<file path="src/rtl/hci_package.sv">
// hci_package
//   Shared interconnect definitions: default widths for the bank starvation
//   controller and the interconnect control struct whose invert_prio and
//   low_prio_max_stall fields feed invert_prio_i / max_stall_i at integration.
`timescale 1ns/1ps
package hci_package;

  localparam int unsigned HCI_STALL_W = 8;
  localparam int unsigned HCI_STAT_W  = 32;

  typedef struct packed {
    logic [1:0]             arb_policy;
    logic                   invert_prio;
    logic [HCI_STALL_W-1:0] low_prio_max_stall;
  } hci_interconnect_ctrl_t;

endpackage

</file>
<file path="src/rtl/hci_bank_starvation_ctrl_if.sv">
// hci_bank_starvation_ctrl_if
//   Per-bank request/grant bundle between the two initiator classes, the
//   memory and the starvation controller.
//   master : drives req_high_i, req_low_i, gnt_mem_i; observes the rest
//   slave  : the controller; produces mem_req_o, sel_low_o, gnt_high_o, gnt_low_o
`timescale 1ns/1ps
interface hci_bank_starvation_ctrl_if #(
  parameter int unsigned N_MEM = 16
);
  logic [N_MEM-1:0] req_high_i;
  logic [N_MEM-1:0] req_low_i;
  logic [N_MEM-1:0] gnt_mem_i;
  logic [N_MEM-1:0] mem_req_o;
  logic [N_MEM-1:0] sel_low_o;
  logic [N_MEM-1:0] gnt_high_o;
  logic [N_MEM-1:0] gnt_low_o;

  modport master (
    output req_high_i, req_low_i, gnt_mem_i,
    input  mem_req_o, sel_low_o, gnt_high_o, gnt_low_o
  );

  modport slave (
    input  req_high_i, req_low_i, gnt_mem_i,
    output mem_req_o, sel_low_o, gnt_high_o, gnt_low_o
  );
endinterface

</file>
<file path="src/rtl/hci_bank_starvation_cell.sv">
// hci_bank_starvation_cell
//   One bank: combinational high/low arbitration plus the stall counter that
//   temporarily flips priority toward the default loser.
//   Ports: clk_i, rst_ni, flush_i (zero the counter), invert_prio_i,
//          max_stall_i, req_high_i, req_low_i, gnt_mem_i ->
//          mem_req_o, sel_low_o, gnt_high_o, gnt_low_o
`timescale 1ns/1ps
module hci_bank_starvation_cell
  import hci_package::*;
#(
  parameter int unsigned STALL_W = HCI_STALL_W
) (
  input  logic               clk_i,
  input  logic               rst_ni,
  input  logic               flush_i,
  input  logic               invert_prio_i,
  input  logic [STALL_W-1:0] max_stall_i,
  input  logic               req_high_i,
  input  logic               req_low_i,
  input  logic               gnt_mem_i,
  output logic               mem_req_o,
  output logic               sel_low_o,
  output logic               gnt_high_o,
  output logic               gnt_low_o
);

  logic [STALL_W-1:0] r_cnt;
  logic [STALL_W-1:0] w_cnt_next;
  logic               w_starve;
  logic               w_prio_low;
  logic               w_win_low;
  logic               w_win_high;
  logic               w_loser_req;
  logic               w_loser_gnt;

  // A max_stall of zero turns protection off entirely.
  assign w_starve   = (max_stall_i != '0) && (r_cnt >= max_stall_i);
  assign w_prio_low = invert_prio_i ^ w_starve;

  assign w_win_low  = req_low_i && (!req_high_i || w_prio_low);
  assign w_win_high = req_high_i && !w_win_low;

  assign mem_req_o  = req_high_i | req_low_i;
  assign sel_low_o  = w_win_low;
  assign gnt_high_o = w_win_high && gnt_mem_i;
  assign gnt_low_o  = w_win_low && gnt_mem_i;

  // The counter tracks the default loser only; a memory stall counts too.
  assign w_loser_req = invert_prio_i ? req_high_i : req_low_i;
  assign w_loser_gnt = invert_prio_i ? gnt_high_o : gnt_low_o;

  always_comb begin
    w_cnt_next = '0;
    if (flush_i) begin
      w_cnt_next = '0;
    end else if (w_loser_req && !w_loser_gnt) begin
      w_cnt_next = (&r_cnt) ? r_cnt : r_cnt + STALL_W'(1);
    end
  end

  always_ff @(posedge clk_i or negedge rst_ni) begin
    if (!rst_ni) begin
      r_cnt <= '0;
    end else begin
      r_cnt <= w_cnt_next;
    end
  end

endmodule

</file>
<file path="src/rtl/hci_bank_starvation_ctrl.sv">
// hci_bank_starvation_ctrl
//   Per-bank arbitration between the log-interconnect ("high") and HWPE
//   ("low") classes with per-bank starvation protection.
//   Ports: clk_i, rst_ni, clear_i, invert_prio_i, max_stall_i,
//          bus_if (slave modport: per-bank requests, memory grants, outputs),
//          stall_high_o / stall_low_o (cumulative stall bank-cycles).
//   Optional feature macro: HCI_BANK_STARVATION_STATS_EN enables the two
//   saturating statistics counters; without it the outputs are tied to 0.
`timescale 1ns/1ps
module hci_bank_starvation_ctrl
  import hci_package::*;
#(
  parameter int unsigned N_MEM   = 16,
  parameter int unsigned STALL_W = HCI_STALL_W,
  parameter int unsigned STAT_W  = HCI_STAT_W
) (
  input  logic                      clk_i,
  input  logic                      rst_ni,
  input  logic                      clear_i,
  input  logic                      invert_prio_i,
  input  logic [STALL_W-1:0]        max_stall_i,
  hci_bank_starvation_ctrl_if.slave bus_if,
  output logic [STAT_W-1:0]         stall_high_o,
  output logic [STAT_W-1:0]         stall_low_o
);

  logic             r_invert_prio;
  logic             w_flush;
  logic [N_MEM-1:0] w_gnt_high;
  logic [N_MEM-1:0] w_gnt_low;

  // A priority flip invalidates every count: they measured the other class.
  assign w_flush = clear_i | (invert_prio_i ^ r_invert_prio);

  always_ff @(posedge clk_i or negedge rst_ni) begin
    if (!rst_ni) begin
      r_invert_prio <= 1'b0;
    end else if (clear_i) begin
      r_invert_prio <= 1'b0;
    end else begin
      r_invert_prio <= invert_prio_i;
    end
  end

  for (genvar b = 0; b < N_MEM; b++) begin : g_bank
    hci_bank_starvation_cell #(
      .STALL_W (STALL_W)
    ) u_cell (
      .clk_i         (clk_i),
      .rst_ni        (rst_ni),
      .flush_i       (w_flush),
      .invert_prio_i (invert_prio_i),
      .max_stall_i   (max_stall_i),
      .req_high_i    (bus_if.req_high_i[b]),
      .req_low_i     (bus_if.req_low_i[b]),
      .gnt_mem_i     (bus_if.gnt_mem_i[b]),
      .mem_req_o     (bus_if.mem_req_o[b]),
      .sel_low_o     (bus_if.sel_low_o[b]),
      .gnt_high_o    (w_gnt_high[b]),
      .gnt_low_o     (w_gnt_low[b])
    );
  end

  assign bus_if.gnt_high_o = w_gnt_high;
  assign bus_if.gnt_low_o  = w_gnt_low;

`ifdef HCI_BANK_STARVATION_STATS_EN
  logic [STAT_W-1:0] r_stall_high;
  logic [STAT_W-1:0] r_stall_low;
  logic [STAT_W-1:0] w_pop_high;
  logic [STAT_W-1:0] w_pop_low;
  logic [STAT_W:0]   w_sum_high;
  logic [STAT_W:0]   w_sum_low;

  always_comb begin
    w_pop_high = '0;
    w_pop_low  = '0;
    for (int b = 0; b < N_MEM; b++) begin
      w_pop_high = w_pop_high + STAT_W'(bus_if.req_high_i[b] & ~w_gnt_high[b]);
      w_pop_low  = w_pop_low  + STAT_W'(bus_if.req_low_i[b]  & ~w_gnt_low[b]);
    end
  end

  // One extra bit catches the carry so the counters stick at all-ones.
  assign w_sum_high = {1'b0, r_stall_high} + {1'b0, w_pop_high};
  assign w_sum_low  = {1'b0, r_stall_low}  + {1'b0, w_pop_low};

  always_ff @(posedge clk_i or negedge rst_ni) begin
    if (!rst_ni) begin
      r_stall_high <= '0;
      r_stall_low  <= '0;
    end else if (clear_i) begin
      r_stall_high <= '0;
      r_stall_low  <= '0;
    end else begin
      r_stall_high <= w_sum_high[STAT_W] ? '1 : w_sum_high[STAT_W-1:0];
      r_stall_low  <= w_sum_low[STAT_W]  ? '1 : w_sum_low[STAT_W-1:0];
    end
  end

  assign stall_high_o = r_stall_high;
  assign stall_low_o  = r_stall_low;
`else
  assign stall_high_o = '0;
  assign stall_low_o  = '0;
`endif

endmodule

</file>
<file path="src/flat_wrapper.sv">
// flat-port wrapper written by rule: the top's interface ports become plain ports
module hci_bank_starvation_ctrl_flat import hci_package::*;
#(
  parameter int unsigned N_MEM   = 16,
  parameter int unsigned STALL_W = HCI_STALL_W,
  parameter int unsigned STAT_W  = HCI_STAT_W
)
  (clk_i, rst_ni, clear_i, invert_prio_i, max_stall_i, stall_high_o, stall_low_o, bus_if_req_high_i, bus_if_req_low_i, bus_if_gnt_mem_i, bus_if_mem_req_o, bus_if_sel_low_o, bus_if_gnt_high_o, bus_if_gnt_low_o);
  hci_bank_starvation_ctrl_if #(.N_MEM(N_MEM)) bus_if_i ();
  input  logic clk_i;
  input  logic rst_ni;
  input  logic clear_i;
  input  logic invert_prio_i;
  input  logic [STALL_W-1:0] max_stall_i;
  output logic [STAT_W-1:0] stall_high_o;
  output logic [STAT_W-1:0] stall_low_o;
  input wire logic [$bits(bus_if_i.req_high_i)-1:0] bus_if_req_high_i;
  input wire logic [$bits(bus_if_i.req_low_i)-1:0] bus_if_req_low_i;
  input wire logic [$bits(bus_if_i.gnt_mem_i)-1:0] bus_if_gnt_mem_i;
  output wire logic [$bits(bus_if_i.mem_req_o)-1:0] bus_if_mem_req_o;
  output wire logic [$bits(bus_if_i.sel_low_o)-1:0] bus_if_sel_low_o;
  output wire logic [$bits(bus_if_i.gnt_high_o)-1:0] bus_if_gnt_high_o;
  output wire logic [$bits(bus_if_i.gnt_low_o)-1:0] bus_if_gnt_low_o;
  assign bus_if_i.req_high_i = bus_if_req_high_i;
  assign bus_if_i.req_low_i = bus_if_req_low_i;
  assign bus_if_i.gnt_mem_i = bus_if_gnt_mem_i;
  assign bus_if_mem_req_o = bus_if_i.mem_req_o;
  assign bus_if_sel_low_o = bus_if_i.sel_low_o;
  assign bus_if_gnt_high_o = bus_if_i.gnt_high_o;
  assign bus_if_gnt_low_o = bus_if_i.gnt_low_o;
  hci_bank_starvation_ctrl #(.N_MEM(N_MEM), .STALL_W(STALL_W), .STAT_W(STAT_W)) u_core (.clk_i(clk_i), .rst_ni(rst_ni), .clear_i(clear_i), .invert_prio_i(invert_prio_i), .max_stall_i(max_stall_i), .bus_if(bus_if_i), .stall_high_o(stall_high_o), .stall_low_o(stall_low_o));
endmodule
</file>
<file path="config.mk">
export PLATFORM = sky130hd
export DESIGN_NAME = hci_bank_starvation_ctrl_flat
export DESIGN_NICKNAME = d
export VERILOG_FILES = /design/src/rtl/hci_package.sv /design/src/rtl/hci_bank_starvation_ctrl_if.sv /design/src/rtl/hci_bank_starvation_cell.sv /design/src/rtl/hci_bank_starvation_ctrl.sv /design/src/flat_wrapper.sv
export SDC_FILE = /design/constraint.sdc
export NUM_CORES = 1
export LEC_CHECK = 0
export ABC_CLOCK_PERIOD_IN_PS = 4000
export CORE_MARGIN = 2
export CORE_UTILIZATION = 60
export DETAILED_ROUTE_END_ITERATION = 7
export HOLD_SLACK_MARGIN = 0.06
export PLACE_DENSITY = 0.88
export SKIP_CTS_REPAIR_TIMING = 1
export SYNTH_ARGS = -nofsm -noshare
export SYNTH_HDL_FRONTEND = slang
export SYNTH_HIERARCHICAL = 1
export SYNTH_SLANG_ARGS = --single-unit
</file>
<file path="constraint.sdc">
create_clock -name clk_i -period 4 [get_ports clk_i]
set_input_delay 0.6 -clock clk_i [delete_from_list [all_inputs] [get_ports clk_i]]
set_output_delay 0.6 -clock clk_i [all_outputs]
set_load 0.03 [all_outputs]
</file>
==> flow_summary.ini, run 1 <==
[placed_design]
dp_slack_ns = 0.288
dpl.cell_count = 1829
place_hpwl_um = 20000
routabilityCongestion = 0.877
placed_area_mm2 = 0.0132
port_buffers = 123

[cells_and_area]
area_growth_pct = 16.9
fillers = 1475
fin_util_pct = 71.1
fin_nets = 1787
design_area_mm2 = 0.0138
stdcell_count = 1860
multi_input_area_mm2 = 0.00779
drive_above_1_share_pct = 7.90
n_antenna_cell = 0
regArea_mm2 = 0.00323

[grt]
grt_pass1_wl_um = 47700
met3_usage_pct = 3.91
grt_pass1_vias = 10682
track_usage_pct = 28.0
grt_max_degree = 76
gr-total-overflow = 0
antenna_found_initial = 0
use_met1_pct = 35.4
use_met2_pct = 48.2
grt_busiest_layer = met2

[critical_path]
crit_start = max_stall_i[0]
crit_path_end = bus_if_gnt_high_o[13]
critPathLaunchType = input port
rr_endpoint = u_core/g_bank[6].u_cell/r_cnt[6]
cp_data_arrival_time_ns = 3.13
cpPeakStageDelay_ns = 0.50
reg2reg_depth = 7
path_cells = clkdlybuf4s50_1 -> buf_12 -> ha_1 -> nand2b_4 -> a2111o_1 -> a311o_1 -> a21o_1 -> a31oi_1 -> buf_4
critPathKind = in2out
rr_startpoint = u_core/g_bank[6].u_cell/r_cnt[0]
cp_max_fo = 32
reg2reg_slack_ns = 1.77
end_kind = output pin
required_ns = 3.40
slowest_stage = clkdlybuf4s50_1

[clocking]
numClockSinks = 129
clockRootBuffer = clkbuf_16
cts_made_buffers = 17
cts_tree = built
path_clk_slew_ns = 0.06
insertion_delay_ns = 0.42
h-tree-depth = 4
clockBufferDepth = 2

[sta]
hold_viol_final = 0
finalSetupViolCount = 0
slew_viol_final = 0
period_needed_ns = 3.73
fin_ws_ns = 0.267
clock.fmax_ghz = 0.268
fin_setup_tns_ns = 0
rsz0062_at_grt = false
clock-skew-final_ns = 0.00438
relSlewSlack_pct = 36.0
fin_crit_sh_pct = 93.3
worst_pin_slew_ns = 0.960

[synthesis]
syn-instance-count = 1429
ys_types = 31
ys_ff_latch = 129
yosysSeqAreaShare_pct = 27.4
ys_warn_count = 6
synth_area_mm2 = 0.0118
synth.avg_cell_area_um2 = 8.26

[floorplan]
core_area_mm2 = 0.0194
io_pins = 188
die_x_um = 144
start_util_pct = 60.8
die_h_um = 144
placementRows = 51
die_area_mm2 = 0.0208

[flow_run]
maxCapViolations = 0

[detailed_routing]
wire_per_inst_um = 15.1
drc = 0
dr.pass1.iters = 5
viasPerCell = 5.96
drt_iter0_markers = 691
wirelength_um = 28200
vias = 11086
detail-route-antenna-nets = 0

[power_and_ir_drop]
ir_drop_mv = 0.357
p_comb_share_pct = 20.4
p_switching_mw = 1.06
powerDensity_mw_per_mm2 = 261
internal-power_mw = 2.54
pwr-share-clk_pct = 42.5
p_sw_share_pct = 29.4
p_leak_nw = 6.51
seqPwrFrac_pct = 37.1

[run_status]
status = finished clean

[min_path]
hp-class = in2async
## worst min path at each step
stage                                                   to  slack (ns)
final                     u_core/g_bank[1].u_cell/r_cnt[6]        0.33
after global routing      u_core/g_bank[1].u_cell/r_cnt[4]        0.41
after global placement    u_core/g_bank[2].u_cell/r_cnt[6]        0.52
after detailed placement  u_core/g_bank[2].u_cell/r_cnt[6]        0.56
after floorplan           u_core/g_bank[0].u_cell/r_cnt[0]        0.30
after CTS                 u_core/g_bank[1].u_cell/r_cnt[6]        0.37
## power groups by stage
stage | combinational, mW | sequential, mW | clock [mW]
after detailed placement | 0.729 | 1.35 | 0
after global routing | 0.806 | 1.33 | 1.61
after CTS | 0.734 | 1.33 | 1.55
after floorplan | 0.474 | 1.35 | 0
final | 0.735 | 1.33 | 1.53
after global placement | 0.706 | 1.35 | 0
## area by class of cell
class,instances,share of cell area (%)
clock buffer,19,3.28
timing repair buffer,136,9.53
multi-input combinational,1156,56.5
clock inverter,12,0.980
sequential,129,23.4
tap,265,2.40
inverter,143,3.89
## metrics by stage
| stage | total power [mW] | hold WS [ns] |
|---|---|---|
| 2_1_floorplan | 1.83 | 0.304 |
| 3_3_place_gp | 2.06 | 0.520 |
| 3_5_place_dp | 2.08 | 0.558 |
| 4_1_cts | 3.61 | 0.368 |
| 5_1_grt | 3.75 | 0.407 |
| 6_report | 3.60 | 0.333 |
## cells by family after synthesis
family / Yosys count / synth area share, %
simple gates: 627 / 28.1
compound gates: 239 / 14.3
buf+inv: 207 / 8.62
fa+ha+maj: 144 / 15.3
flops: 129 / 27.4
xor+xnor: 65 / 4.82
mux: 17 / 1.44
other cells: 1 / 0.0318
## registers in the layout (all words and copies together), names as in the netlist
register	count
u_core/g_bank.u_cell/r_cnt	128
u_core/r_invert_prio	1
## per-layer routing
metal	vias to the layer above	wire length (µm)	share of wire, %
met5	-	0	0
li1	5346	-	-
met3	72	1620	5.7
met4	0	713	2.5
met2	368	13500	48
met1	5300	12300	44
## synthesized netlist by cell type
cell | instances | share of area, %
nand2_1 | 114 | 3.6
nor3_1 | 46 | 2.0
or2_2 | 16 | 0.85
nand3_1 | 49 | 2.1
nand2b_1 | 33 | 1.7
a211oi_1 | 49 | 3.1
and3_1 | 31 | 1.6
a21o_1 | 16 | 1.0
a311o_1 | 16 | 1.4
a2111o_1 | 16 | 1.5
dfrtp_1 | 129 | 27
nor3b_1 | 16 | 1.0
buf_4 | 64 | 4.1
o21ai_0 | 48 | 2.0
and4b_1 | 16 | 1.4
xor2_1 | 3 | 0.22
and4_1 | 16 | 1.2
nor2_1 | 176 | 5.6
nand2b_4 | 16 | 1.9
a311oi_1 | 30 | 2.2
nor2b_1 | 16 | 0.85
conb_1 | 1 | 0.032
inv_1 | 143 | 4.5
xnor2_1 | 62 | 4.6
mux2i_1 | 17 | 1.4
ha_1 | 144 | 15
and2_1 | 17 | 0.90
nor4_1 | 32 | 1.7
a21oi_1 | 31 | 1.3
nand4_1 | 33 | 1.7
a31oi_1 | 33 | 1.7
## critical path: cells and delay by family
family	cells	cell delay, ns
AND/OR/NAND/NOR	1	0.13
AO/OA/AOI/OAI	4	1.19
buffers and inverters	3	0.92
adder cells (fa/ha/maj)	1	0.26
## cells in the final DEF, fill, tap and decap left out, types with 17 or more instances in the layout
| cell type | Yosys | layout |
|---|---|---|
| nand4_1 | 33 | 33 |
| clkbuf_16 | 0 | 17 |
| and2_1 | 17 | 17 |
| a311oi_1 | 30 | 30 |
| nand2b_1 | 33 | 33 |
| xnor2_1 | 62 | 62 |
| nor2_1 | 176 | 176 |
| conb_1 | 1 | 64 |
| and3_1 | 31 | 31 |
| nand2_1 | 114 | 114 |
| clkdlybuf4s50_1 | 0 | 73 |
| inv_1 | 143 | 143 |
| buf_4 | 64 | 53 |
| dfrtp_1 | 129 | 129 |
| a211oi_1 | 49 | 49 |
| nor4_1 | 32 | 32 |
| nand3_1 | 49 | 49 |
| a21oi_1 | 31 | 31 |
| nor3_1 | 46 | 46 |
| o21ai_0 | 48 | 48 |
| mux2i_1 | 17 | 17 |
| a31oi_1 | 33 | 33 |
| ha_1 | 144 | 144 |
No activity file was read; power rests on OpenSTA's default activity.
==> run 2: changes to the inputs <==
- ABC_AREA: not set -> 1
- PLACE_DENSITY: 0.88 -> 0.87
==> run 2 against run 1 <==
  * Die area is 7.3% higher
  * Final cell count is 22% higher
  * Final area is 7.5% higher
  * Non-clock buffer count is 8 higher
  * Global-route usage is 0.17 points higher
  * Total power is 5.6% higher
  * Setup slack better by 0.016 ns
  * Combinational power is 8.8% higher
  * Maximum frequency is 0.42% higher
  * Worst hold slack worse by 0.073 ns
  * Critical path depth is 5 higher
==> flow_summary.ini, run 2 <==
[run_status]
status = finished clean

[synthesis]
yosysTopAreaCellShare_pct = 25.4
synth_edf_count = 0
synth_area_mm2 = 0.0127
syn-instance-count = 1823
yosysSeqAreaShare_pct = 25.4
synth_largest_area_cell = dfrtp_1
async_flop_share_pct = 100
synthFlopType = dfrtp_1
ys_ff_latch = 129
synth_most_common_cell = inv_1
synth.avg_cell_area_um2 = 6.96
synthTopCellsByArea = dfrtp_1, ha_1, inv_1
synth_commonest_cells = inv_1, nand2_1, nor2_1
ys_types = 28
ys_warn_count = 6

[critical_path]
end_kind = output pin
cp_data_arrival_time_ns = 3.12
required_ns = 3.40
critPathLaunchType = input port
critPathKind = in2out
cp_max_fo = 16
reg2reg_slack_ns = 2.04

[sta]
rsz0062_at_grt = false
finalSetupViolCount = 0
hold_slack_ns = 0.261
fin_ws_ns = 0.283
period_needed_ns = 3.72
slew_viol_final = 0
worst_pin_slew_ns = 0.826
hold_viol_final = 0
clock.fmax_ghz = 0.269
fin_crit_sh_pct = 92.9
relSlewSlack_pct = 44.9
clock-skew-final_ns = 0.0125
fin_setup_tns_ns = 0

[grt]
track_usage_pct = 28.2
antenna_found_initial = 0
grt_pass1_vias = 11977
grt_pass1_wl_um = 52100
grt_max_degree = 70
gr-total-overflow = 0

[detailed_routing]
drc = 0
detail-route-antenna-nets = 0
dr.pass1.iters = 6
topRoutingLayerUsed = met4
wl_met3_um = 2160
vias = 12327
wl_met1_um = 12600
drt_iter0_markers = 871
dr_wl_met2_um = 15300
wirelength_um = 30700
viasPerCell = 5.42
wire_per_inst_um = 13.5

[clocking]
h-tree-depth = 4
insertion_delay_ns = 0.43
numClockSinks = 129
clockRootBuffer = clkbuf_16
path_clk_slew_ns = 0.06
clockBufferDepth = 2
cts_tree = built
cts_made_buffers = 17

[floorplan]
start_util_pct = 60.7
placementRows = 53
die_area_mm2 = 0.0223
core_area_mm2 = 0.0209
die_x_um = 149
io_pins = 188
die_h_um = 149

[cells_and_area]
layout_common_cells = inv_1, nand2_1, nor2_1, ha_1, dfrtp_1
drive_above_1_share_pct = 11.7
regMostFlops = u_core/g_bank.u_cell/r_cnt
fin_nets = 2189
area_growth_pct = 16.9
largest_register_ffs = 128
largestRegisters = u_core/g_bank.u_cell/r_cnt x128, u_core/r_invert_prio x1
n_antenna_cell = 0
final_common_cell = inv_1

[placed_design]
place_hpwl_um = 21500
port_buffers = 123
dp_slack_ns = 0.407
routabilityCongestion = 0.865

[power_and_ir_drop]
ir_drop_mv = 0.276
p_leak_nw = 7.59
powerDensity_mw_per_mm2 = 256

[min_path]
hp-class = in2async

[flow_run]
maxCapViolations = 0
==> run 2: cell count changes after synthesis, sizes merged, moves of 31 or more <==
cell	delta
inv	+245
nand2	+227
a21oi	+94
nand3	+79
nor2	+72
a211oi	-49
nand2b	-49
xnor2	-47
a31oi	-32
and3	-31
==> run 2: cells by family after synthesis <==
kind of cell	after synthesis	synth area share [%]
AND/OR/NAND/NOR	843	33.0
other	1	0.0296
AO/OA/AOI/OAI	223	9.89
buffers and inverters	452	15.3
adder cells (fa/ha/maj)	144	14.2
XOR/XNOR	31	2.14
flip-flops	129	25.4
==> run 2: path summary, 6_finish.rpt <==
path,end,depth (start not counted),startpoint
worst max-delay path,bus_if_gnt_high_o[7],14,max_stall_i[5]
worst min register to register,u_core/g_bank[2].u_cell/r_cnt[0],2,u_core/g_bank[2].u_cell/r_cnt[0]
worst min-delay path,u_core/g_bank[4].u_cell/r_cnt[7],1,rst_ni
worst max register to register,u_core/g_bank[15].u_cell/r_cnt[0],12,u_core/g_bank[15].u_cell/r_cnt[7]
max in group asynchronous,u_core/g_bank[9].u_cell/r_cnt[3],2,rst_ni
min in group clk_i,u_core/r_invert_prio,3,invert_prio_i
==> run 2: layout make-up <==
| type | count | area [µm²] |
|---|---|---|
| Multi-Input combinational cell | 1305 | 7770 |
| Fill cell | 1673 | 6060 |
| Sequential cell | 129 | 3230 |
| Inverter | 388 | 1460 |
| Timing Repair Buffer | 144 | 1400 |
| Clock buffer | 24 | 502 |
| Tap cell | 275 | 344 |
| Clock inverter | 8 | 125 |
==> run 2: metrics by stage <==
stage | instances | power, mW | util, % | area [µm²]
finish | 2273 | 3.80 | 71.0 | 14800
floorplan | 1886 | 1.87 | - | 12900
CTS | 2273 | 3.82 | 71.0 | 14800
global placement | 2241 | 2.12 | 68.0 | 14200
detailed placement | 2241 | 2.14 | 68.0 | 14200
global route | 2273 | 3.96 | 71.0 | 14800
==> run 2: report_power, final <==
part | internal (mW) | switching (mW) | leakage, nW
clock | 1.06 | 0.604 | 0.295
combinational | 0.261 | 0.539 | 5.50
sequential | 1.32 | 0.0156 | 1.80
total | 2.64 | 1.16 | 7.59
==> run 2: per-layer routing <==
metal,up-vias,track usage [%]
met1,5717,33.1
met2,436,50.7
met4,0,10.5
li1,6107,-
met3,67,5.58
met5,-,0
==> run 2: critical path: stages <==
cell and delay (ns):
clkdlybuf4s50_1 0.65, buf_4 0.30, inv_1 0.10, ha_1 0.33, a21oi_1 0.18, nor2_1 0.06
nor2_1 0.10, nand3_1 0.16, nand3_1 0.12, nand3_2 0.09, nand2_2 0.09, inv_1 0.06
nor2_1 0.08, buf_4 0.16
==> run 3: changes to the inputs <==
- SLEW_MARGIN: not set -> 20
==> results of run 3 <==
Final layout, timing and power as in run 2 (identical DEF).
